### config.mk
export PLATFORM = sky130hd
export DESIGN_NAME = fetch_sequencer
export DESIGN_NICKNAME = d
export VERILOG_FILES = /design/src/rtl/fetch_pkg.sv /design/src/rtl/fetch_sequencer_pc_reg.sv /design/src/rtl/fetch_sequencer.sv
export SDC_FILE = /design/constraint.sdc
export NUM_CORES = 1
export LEC_CHECK = 0
export BUFFER_PORTS_ARGS = -buffer_cell sky130_fd_sc_hd__buf_2
export CAP_MARGIN = 40
export CORE_UTILIZATION = 46
export CTS_CLUSTER_SIZE = 8
export DETAILED_ROUTE_END_ITERATION = 6
export HOLD_SLACK_MARGIN = 0.06
export PLACE_DENSITY = 0.82
export SLEW_MARGIN = 5
export SYNTH_ARGS = -nofsm -noshare
export SYNTH_HDL_FRONTEND = slang
export SYNTH_HIERARCHICAL = 1
export SYNTH_SLANG_ARGS = --single-unit
### constraint.sdc
create_clock -name clk -period 2.6 [get_ports clk]
set_input_delay 0.26 -clock clk [delete_from_list [all_inputs] [get_ports clk]]
set_output_delay 0.26 -clock clk [all_outputs]
set_load 0.01 [all_outputs]
### src/rtl/fetch_pkg.sv
// fetch_pkg: shared definitions for the instruction fetch stage.
//   AW_DEF/DW_DEF    default address and instruction widths
//   RESET_PC_DEF     default PC after reset
//   PC_STEP_DEF      default PC increment per fetched word
//   fetch_state_t    fetch sequencer state encoding (3 bits)
package fetch_pkg;

   localparam int unsigned AW_DEF       = 5;
   localparam int unsigned DW_DEF       = 32;
   localparam int unsigned RESET_PC_DEF = 0;
   localparam int unsigned PC_STEP_DEF  = 1;

   typedef enum logic [2:0] {
      IDLE     = 3'd0,
      SET_ADDR = 3'd1,
      ISSUE    = 3'd2,
      WAIT     = 3'd3,
      HOLD     = 3'd4,
      DRAIN    = 3'd5
   } fetch_state_t;

endpackage

### src/rtl/fetch_sequencer_pc_reg.sv
// pc_reg: program counter with load and increment.
//   clk, rst_n   clock, asynchronous active-low reset (pc <= RESET_PC)
//   load         load pc from load_val (wins over inc)
//   load_val     value to load
//   inc          advance pc by PC_STEP, modulo 2^AW
//   pc           current program counter
module pc_reg
   import fetch_pkg::*;
#(
   parameter int unsigned     AW       = AW_DEF,
   parameter logic [AW-1:0]   RESET_PC = '0,
   parameter int unsigned     PC_STEP  = PC_STEP_DEF
) (
   input  logic          clk,
   input  logic          rst_n,
   input  logic          load,
   input  logic [AW-1:0] load_val,
   input  logic          inc,
   output logic [AW-1:0] pc
);

   always_ff @(posedge clk or negedge rst_n) begin
      if (!rst_n) begin
         pc <= RESET_PC;
      end else if (load) begin
         pc <= load_val;
      end else if (inc) begin
         pc <= pc + AW'(PC_STEP);
      end
   end

endmodule

### src/rtl/fetch_sequencer.sv
// fetch_sequencer: PC and fetch control for the instruction fetch stage.
//   clk, rst_n       clock, asynchronous active-low reset
//   en               fetch enable; low = start no new fetch
//   redirect_valid   redirect request, redirect_pc = target
//   mar_wr, mar_rd   MAR load / MAR drive-to-memory strobes (registered, exclusive)
//   mar_addr         address to MAR input, always equal to pc
//   mem_rdata/rvalid instruction memory read response
//   ir_valid/ready   valid/ready handshake towards decode
//   ir_data, ir_pc   captured instruction and its PC
module fetch_sequencer
   import fetch_pkg::*;
#(
   parameter int unsigned   AW       = AW_DEF,
   parameter int unsigned   DW       = DW_DEF,
   parameter logic [AW-1:0] RESET_PC = AW'(RESET_PC_DEF),
   parameter int unsigned   PC_STEP  = PC_STEP_DEF
) (
   input  logic          clk,
   input  logic          rst_n,
   input  logic          en,
   input  logic          redirect_valid,
   input  logic [AW-1:0] redirect_pc,
   output logic          mar_wr,
   output logic          mar_rd,
   output logic [AW-1:0] mar_addr,
   input  logic [DW-1:0] mem_rdata,
   input  logic          mem_rvalid,
   output logic          ir_valid,
   input  logic          ir_ready,
   output logic [DW-1:0] ir_data,
   output logic [AW-1:0] ir_pc
);

   fetch_state_t  state;
   fetch_state_t  nxt;
   logic [AW-1:0] pc;
   logic          pc_inc;

   // A redirect in HOLD consumes the word but loads the target instead of pc+step.
   always_comb begin
      pc_inc = (state == HOLD) && ir_ready && !redirect_valid;
   end

   pc_reg #(
      .AW       (AW),
      .RESET_PC (RESET_PC),
      .PC_STEP  (PC_STEP)
   ) u_pc_reg (
      .clk      (clk),
      .rst_n    (rst_n),
      .load     (redirect_valid),
      .load_val (redirect_pc),
      .inc      (pc_inc),
      .pc       (pc)
   );

   assign mar_addr = pc;

   // Redirect takes priority over every other transition.
   always_comb begin
      nxt = state;
      case (state)
         IDLE:     if (en) nxt = SET_ADDR;
         SET_ADDR: nxt = redirect_valid ? SET_ADDR : ISSUE;
         ISSUE:    nxt = redirect_valid ? SET_ADDR : WAIT;
         WAIT: begin
            if (redirect_valid)  nxt = mem_rvalid ? SET_ADDR : DRAIN;
            else if (mem_rvalid) nxt = HOLD;
         end
         HOLD: begin
            if (redirect_valid) nxt = SET_ADDR;
            else if (ir_ready)  nxt = en ? SET_ADDR : IDLE;
         end
         DRAIN: begin
            if (!redirect_valid && mem_rvalid) nxt = en ? SET_ADDR : IDLE;
         end
         default:  nxt = IDLE;
      endcase
   end

   // Moore outputs are registered from the next state so they are valid
   // in the same cycle the state is entered.
   always_ff @(posedge clk or negedge rst_n) begin
      if (!rst_n) begin
         state    <= IDLE;
         mar_wr   <= 1'b0;
         mar_rd   <= 1'b0;
         ir_valid <= 1'b0;
         ir_data  <= '0;
         ir_pc    <= '0;
      end else begin
         state    <= nxt;
         mar_wr   <= (nxt == SET_ADDR);
         mar_rd   <= (nxt == ISSUE);
         ir_valid <= (nxt == HOLD);
         if ((state == WAIT) && mem_rvalid && !redirect_valid) begin
            ir_data <= mem_rdata;
            ir_pc   <= pc;
         end
      end
   end

endmodule
**Word level (Yosys, flattened, before mapping)**

Index checks and enable logic that the tools add are counted.
W data, S select, Z words.

- Word-level logic and storage cells: 37
- Register bits after elaboration: 48
- Output and inout bits: 45

- Equal/unequal tests: 8
- Muxes and demuxes: 13
- Add/subtract/negate cells: 1
- Reduce and logical (&&, ||, !) cells: 8

Operator list:

| kind | number |
|---|---|
| $mux W3 | 7 |
| $pmux W3 S6 | 1 |
| $mux W5 | 2 |
| $eq A3 B2 Y1 const B | 3 |
| $eq A3 B3 Y1 const B | 3 |
| $eq A3 B1 Y1 const B | 2 |
| $add A5 B1 Y5 const B | 1 |
| $logic_and A1 B1 Y1 | 5 |
| $mux W2 | 2 |
| $logic_not A3 Y1 | 1 |
| $reduce_bool A2 Y1 | 1 |
| $logic_not A1 Y1 | 1 |
| $mux W1 | 1 |

**Depth between registers and ports, before layout**

Gate-level depths: netlist (run 1).

- Word-level depth: 5
- Depth in mapped cells: 6
- Depth with buffers taken out: 5

**Modules after synthesis**

The synthesis (run 1) kept the hierarchy.

Modules (own cells, without submodules):

| module | instances | seq. area each (um^2) | cells an instance | area an instance (um^2) |
|---|---|---|---|---|
| fetch_sequencer | 1 | 1076.0 | 111 | 1741.7 |
| pc_reg | 1 | 125.1 | 24 | 249.0 |

**Worst setup path after synthesis (run 1)**

No wires, ideal clock.

- Path kind: reg2reg
- Start point: register state[2]
- End point: register u_pc_reg.pc[3]
- Cell stages (with the launch flop): 7
- Arrival: 1.718 ns
- Period minus slack after synthesis: 1.843 ns
- Slack: 0.757 ns
- Data required time: 2.475 ns
- Setup time: 0.125 ns
- Buffers on the path: 1
- Path through: dfrtp_1 -> buf_2 -> nand2_1 -> nor4_1 -> nand4_1 -> xnor2_1 -> mux2_2

- Cells in the longest elaborated chain, start to end: 4

Ends and longest elaborated chain:

| item | RTL line | text |
|---|---|---|
| from (decl) | fetch_sequencer.sv:34 | `fetch_state_t state;` |
| from (signal assigned) | fetch_sequencer.sv:92 | `state <= nxt;` |
| $eq A3 B3 Y1 | fetch_sequencer.sv:41 | `pc_inc = (state == HOLD) && ir_ready && !redirect_valid;` |
| $logic_and A1 B1 Y1 (2 in series) | fetch_sequencer.sv:41 |  |
| named net pc_inc | fetch_sequencer.sv:37 | `logic pc_inc;` |
| $reduce_bool A2 Y1 (no source line) | -- |  |
| to (signal assigned) | fetch_sequencer_pc_reg.sv:26 | `pc <= load_val;` |
| to (signal assigned) | fetch_sequencer_pc_reg.sv:28 | `pc <= pc + AW'(PC_STEP);` |
| to (decl) | fetch_sequencer_pc_reg.sv:19 | `output logic [AW-1:0] pc` |

The timed path passes the listed nets, and every way through them passes these cells.
A chain may end at the register's enable or synchronous reset.

**Final worst setup path (run 1)**

- Start point: register state[0]
- End point: register ir_data[20]

- Cells in the longest elaborated chain, start to end: 3

Ends and longest elaborated chain:

| item | RTL line | text |
|---|---|---|
| $eq A3 B2 Y1 | fetch_sequencer.sv:96 | `if ((state == WAIT) && mem_rvalid && !redirect_valid) begin` |
| $logic_and A1 B1 Y1 (2 in series) | fetch_sequencer.sv:96 |  |
| to (signal assigned) | fetch_sequencer.sv:97 | `ir_data <= mem_rdata;` |
| to (decl) | fetch_sequencer.sv:30 | `output logic [DW-1:0] ir_data,` |

Every way passes these cells.

==> results of run 1 <==
metrics by stage:
stage	setup slack, ps	area [um2]	hold slack, ps	util [%]
after floorplan	757	1990	-35.6	-
after global routing	670	2590	176	63.5
after CTS	775	2590	156	63.5
after detailed placement	788	2460	243	60.1
after global placement	850	2460	233	60.1
final	783	2590	167	63.5
power breakdown:
| group | leakage [uW] | total, uW | switching (uW) | internal [uW] |
|---|---|---|---|---|
| combinational | 0.000648 | 970 | 464 | 506 |
| sequential | 0.000588 | 1270 | 198 | 1070 |
| clock | 0.0000645 | 569 | 230 | 339 |
timing repair:
action                                  4_1_cts  5_1_grt
hold buffers                                  1        0
setup buffers                                 0        0
hold endpoints to repair                     21        0
endpoints found under the setup margin        0        0
placed cells by master, fill, tap and decap left out, drive strengths merged, types with 2 or more instances in the layout:
| cell type | n |
|---|---|
| nand2b | 2 |
| nand4 | 3 |
| mux2 | 39 |
| nor4 | 2 |
| inv | 2 |
| xor2 | 2 |
| nor2 | 3 |
| buf | 90 |
| o21ai | 4 |
| xnor2 | 2 |
| nand2 | 6 |
| dfrtp | 48 |
| clkbuf | 7 |
tightest hold or removal path: stages:
cell	delay, ps
buf_2	70
nand2_1	40
o21ai_0	60
logic make-up (layout without fill, tap and decap cells):
group,after synthesis,after routing,share of synthesized area [%]
DFF,48,48,60.3
muxes,40,40,22.8
and+or+nand+nor,23,23,6.79
buffers and inverters,10,101,3.39
AOI/OAI and AO/OA,9,9,4.34
xor gates and xnor gates,4,4,1.76
adders and majority gates,1,1,0.628
worst paths after layout:
check                          startpoint             end  slack [ps]  depth (start not counted)
setup / recovery                 state[0]     ir_data[20]         780                          4
hold / removal             redirect_pc[1]  u_pc_reg/pc[1]         170                          3
setup reg to reg                 state[0]     ir_data[20]         780                          4
hold reg to reg               ir_data[18]     ir_data[18]         480                          1
max in group asynchronous           rst_n          mar_rd        1440                          3
min in group asynchronous           rst_n     ir_data[16]         450                          2
metal layers:
layer,vias up,global-route usage [%],part of all wire (%)
li1,657,-,-
met1,661,22.9,42
met2,70,30.4,46
met3,7,5.91,9.7
met4,0,7.81,1.6
met5,-,0,0
layout make-up:
| type | instances | area (um2) |
|---|---|---|
| Fill cell | 349 | 1490 |
| Multi-Input combinational cell | 77 | 728 |
| Clock inverter | 1 | 30.0 |
| Sequential cell | 48 | 1200 |
| Inverter | 2 | 7.51 |
| Tap cell | 50 | 62.6 |
| Clock buffer | 7 | 96.3 |
| Timing Repair Buffer | 91 | 468 |
==> flow_metrics.tcl, run 1 <==
set metrics [dict create \
    yosysWarnings 6 \
    ys_seq_area_share_pct 60.3 \
    wl_per_cell_um 13.5 \
    cts_tree "done" \
    numPortBuffers 87 \
    synth_area_um2 1990 \
    hpwlAfterDp_um 2770 \
    diodes 0 \
    nNetsFinal 269 \
    die_h_um 67.8 \
    status "finished, final reports clean" \
    synth.largest_area_cell "dfrtp_1" \
    gr-total-overflow 0 \
    synth_enable_flop_cells 0 \
    rsz0062_at_grt "no" \
    powerDensity_nw_per_um2 1080 \
    critPathBufInv 1 \
    path_class "reg2reg" \
    finClkSkew_ps 6.06 \
    viasPerCell 5.05 \
    firstDrtPassIters 4 \
    synth_nets 179 \
    synth_common_cells "dfrtp_1, mux2_1, mux2_2" \
    setup_viol 0 \
    start_util_pct 48.7 \
    die_area_um2 4590 \
    required_ps 2780 \
    largest_reg_flops 32 \
    drv_slew 0 \
    async_flop_share_pct 100 \
    cts_resized 0 \
    grtUsageTotal_pct 18.7 \
    worst-path-max-fanout 39 \
    start_kind "flip-flop" \
    grt_pass1_vias 1409 \
    vias 1395 \
    min_period_ps 1820 \
    max_clock_freq_mhz 550 \
    cp_slowest_cell "dfrtp_1" \
    rows 23 \
    yosysMostFrequentCell "dfrtp_1" \
    finalCritPeriodShare_pct 69.9 \
    hold_class "in2reg" \
    synth-main-ff-cell "dfrtp_1" \
    cts_buffers 5 \
    die_x_um 67.8 \
    fin_cells 276 \
    clkLatencyLatePin_ps 300 \
    antenna_found_initial 0 \
    synthCells 135 \
    htreeDepth 2 \
    wirelength_um 3740 \
    coreArea_um2 4090 \
    grt_max_degree 40 \
    drive_above_1_share_pct 51.3 \
    crit_arrival_ps 2000 \
    syn_to_final_growth_pct 30.3 \
    drc 0 \
    synth_top_area_share_pct 60.3 \
    avgSynthCellArea_um2 14.7 \
    slowest_delay_ps 520 \
    hold_violations 0 \
    clkTransAtPathRegs_ps 90 \
    ioPinCount 88 \
    worstPathCellList "nand3_1 -> nor3_4 -> buf_4 -> mux2_2" \
    synth.area.top_cells "dfrtp_1, mux2_1, mux2_2" \
    tns_ps 0 \
    drt_iter0_drc 59 \
    place.gp.congestion 0.773 \
    clkSinkCount 48 \
    ys_seq_elements 48 \
    grt_pass1_wl_um 6220 \
    setup.worst_path.end_class "flip-flop" \
    cts_root_buf "clkbuf_8" \
    power.leakage_uw 0.00130 \
    irDropWorstVdd_uv 698 \
    worst_pin_slew_ps 482 \
    cap_violations 0 \
    ys_types 32 \
    cts_buffer_depth 2 \
    relSlewSlack_pct 67.8 \
    ant_nets 0 \
    dp.cells 267 \
    power_uw 2810 \
    crit_family "flip-flops" \
]
(Power assumes the default switching activity.)
==> run 2, diff against run 1 <==
==> constraint.sdc (replaced) <==
create_clock -name clk -period 1.7 [get_ports clk]
set_input_delay 0.17 -clock clk [delete_from_list [all_inputs] [get_ports clk]]
set_output_delay 0.17 -clock clk [all_outputs]
set_load 0.01 [all_outputs]
==> run 2 against run 1 <==
  * Largest power group unchanged
  * Wire length is 2.2% higher
  * Power is 49% higher
  * Critical endpoint is now mar_wr
  * Via count is 1.6% higher
  * Sequential share of layout area is 0.73 points lower
  * First-iteration DRC count is 22% higher
  * Core utilization is 1.0 points higher
  * Register-to-register slack worse by 700 ps
==> flow_metrics.tcl, run 2 (same netlist as run 1, synthesis figures left out) <==
set metrics [dict create \
    cp-startpoint "state[2]" \
    drc 0 \
    wl_per_cell_um 13.7 \
    die_area_um2 4590 \
    rows 23 \
    p_sw_uw 1390 \
    irDropWorstVdd_uv 858 \
    max_clock_freq_mhz 617 \
    crit_arrival_ps 1800 \
    required_ps 1880 \
    layout_common_cells "buf_2, dfrtp_1, mux2_1" \
    syn_to_final_growth_pct 32.4 \
    slowest_delay_ps 540 \
    place_ws_ps 90.6 \
    largest_reg_flops 32 \
    min_period_ps 1620 \
    drive_above_1_share_pct 52.2 \
    worst-path-max-fanout 8 \
    tns_ps 0 \
    grt_pass1_wl_um 6110 \
    viasPerCell 5.06 \
    diodes 0 \
    cts_setup_buffers 0 \
    start_kind "flip-flop" \
    finalCritPeriodShare_pct 95.3 \
    clkTransAtPathRegs_ps 90 \
    grt_max_degree 28 \
    clkLatencyLatePin_ps 300 \
    antenna_found_initial 0 \
    seq_power_share_pct 46.1 \
    final_common_cell "buf_2" \
    nNetsFinal 273 \
    setup_viol 0 \
    hold_slack_ps 73.4 \
    path_class "reg2reg" \
    cts_tree "done" \
    cap_violations 0 \
    gr-total-overflow 0 \
    grtUsageTotal_pct 18.4 \
    htreeDepth 2 \
    drv_slew 0 \
    dp.cells 271 \
    relSlewSlack_pct 64.9 \
    hp-start "redirect_pc[1]" \
    drt_iter0_drc 72 \
    fin_cells 280 \
    p_comb_share_pct 37.3 \
    die_h_um 67.8 \
    firstDrtPassIters 4 \
    ioPinCount 88 \
    worstPathCellList "mux2_4 -> a2111oi_4 -> a211oi_2 -> nor3b_2" \
    hold_class "in2reg" \
    setup.worst_path.end_class "flip-flop" \
    critPathBufInv 0 \
    start_util_pct 48.7 \
    worst_pin_slew_ps 527 \
    power.leakage_uw 0.00131 \
    vias 1418 \
    cp_slowest_cell "dfrtp_1" \
    die_x_um 67.8 \
    wirelength_um 3820 \
    crit_family "flip-flops" \
    numPortBuffers 87 \
    status "finished, final reports clean" \
    power.internal_uw 2800 \
    rsz0062_at_grt "no" \
    place.gp.congestion 0.799 \
    setup_slack_ps 80.4 \
    finClkSkew_ps 7.25 \
    powerDensity_nw_per_um2 1590 \
    pwr-share-clk_pct 16.6 \
    cts_buffers 5 \
    cts_buffer_depth 2 \
    cts_root_buf "clkbuf_8" \
    ant_nets 0 \
    clkSinkCount 48 \
    hpwlAfterDp_um 2900 \
    hold_violations 0 \
    coreArea_um2 4090 \
    worstReg2RegStart "state[2]" \
    swShare_pct 33.1 \
    grt_pass1_vias 1356 \
]
-- run 2: cell count changes in the layout (fill, tap and decap cells not counted) --
cell and delta:
nor4_1 -1, nor4_2 +1, buf_4 +1, clkbuf_8 -1
buf_12 +3, clkbuf_1 +1, clkinvlp_4 +1, bufinv_16 -1
-- run 2: what timing repair did --
| action | in CTS | in global routing |
|---|---|---|
| hold buffers | 1 | 0 |
| endpoints found under the hold margin | 21 | 0 |
| gates resized for setup | 0 | 0 |
-- run 2: through the flow --
step / util, % / area (um2) / power [uW]
after global placement: 61.9 / 2530 / 3470
final: 64.5 / 2640 / 4180
after detailed placement: 61.9 / 2530 / 3540
after CTS: 64.5 / 2640 / 4240
after global routing: 64.5 / 2640 / 4480
after floorplan: - / 2000 / 2860
-- run 2: worst reg2reg max path, cell delays in order (launching register included) --
cell and delay [ps]:
dfrtp_1 540, mux2_4 350, a2111oi_4 360, a211oi_2 90, nor3b_2 170
-- run 2: cell type report --
type / instances / area [um2]
fill: 324 / 1450
sequential: 48 / 1200
multi-input combinational: 77 / 734
timing repair buffer: 95 / 536
clock buffer: 7 / 86.3
tap: 50 / 62.6
clock inverter: 1 / 7.51
inverter: 2 / 7.51
-- run 2: metal layers --
layer	track usage (%)	wire, um	part of all wire, %
met1	22.3	1590	42
met2	29.5	1800	47
met3	7.77	378	9.9
met4	6.25	55	1.4
met5	0	0	0
-- run 2: final timing paths --
check                            endpoint  slack (ps)  depth (start not counted)
max in group asynchronous     ir_data[27]         790                          3
min in group asynchronous        ir_pc[4]         390                          2
min reg2reg                   ir_data[29]         490                          1
max                                mar_wr          80                          4
min                        u_pc_reg/pc[1]          70                          3
max reg2reg                        mar_wr          80                          4
-- run 2: power by group through the flow --
stage,Sequential (uW),Clock (uW),Combinational [uW]
3_3_place_gp,1920,0,1540
3_5_place_dp,1960,0,1580
5_1_grt,2000,762,1720
2_1_floorplan,2130,0,731
6_report,1930,694,1560
4_1_cts,1940,715,1590
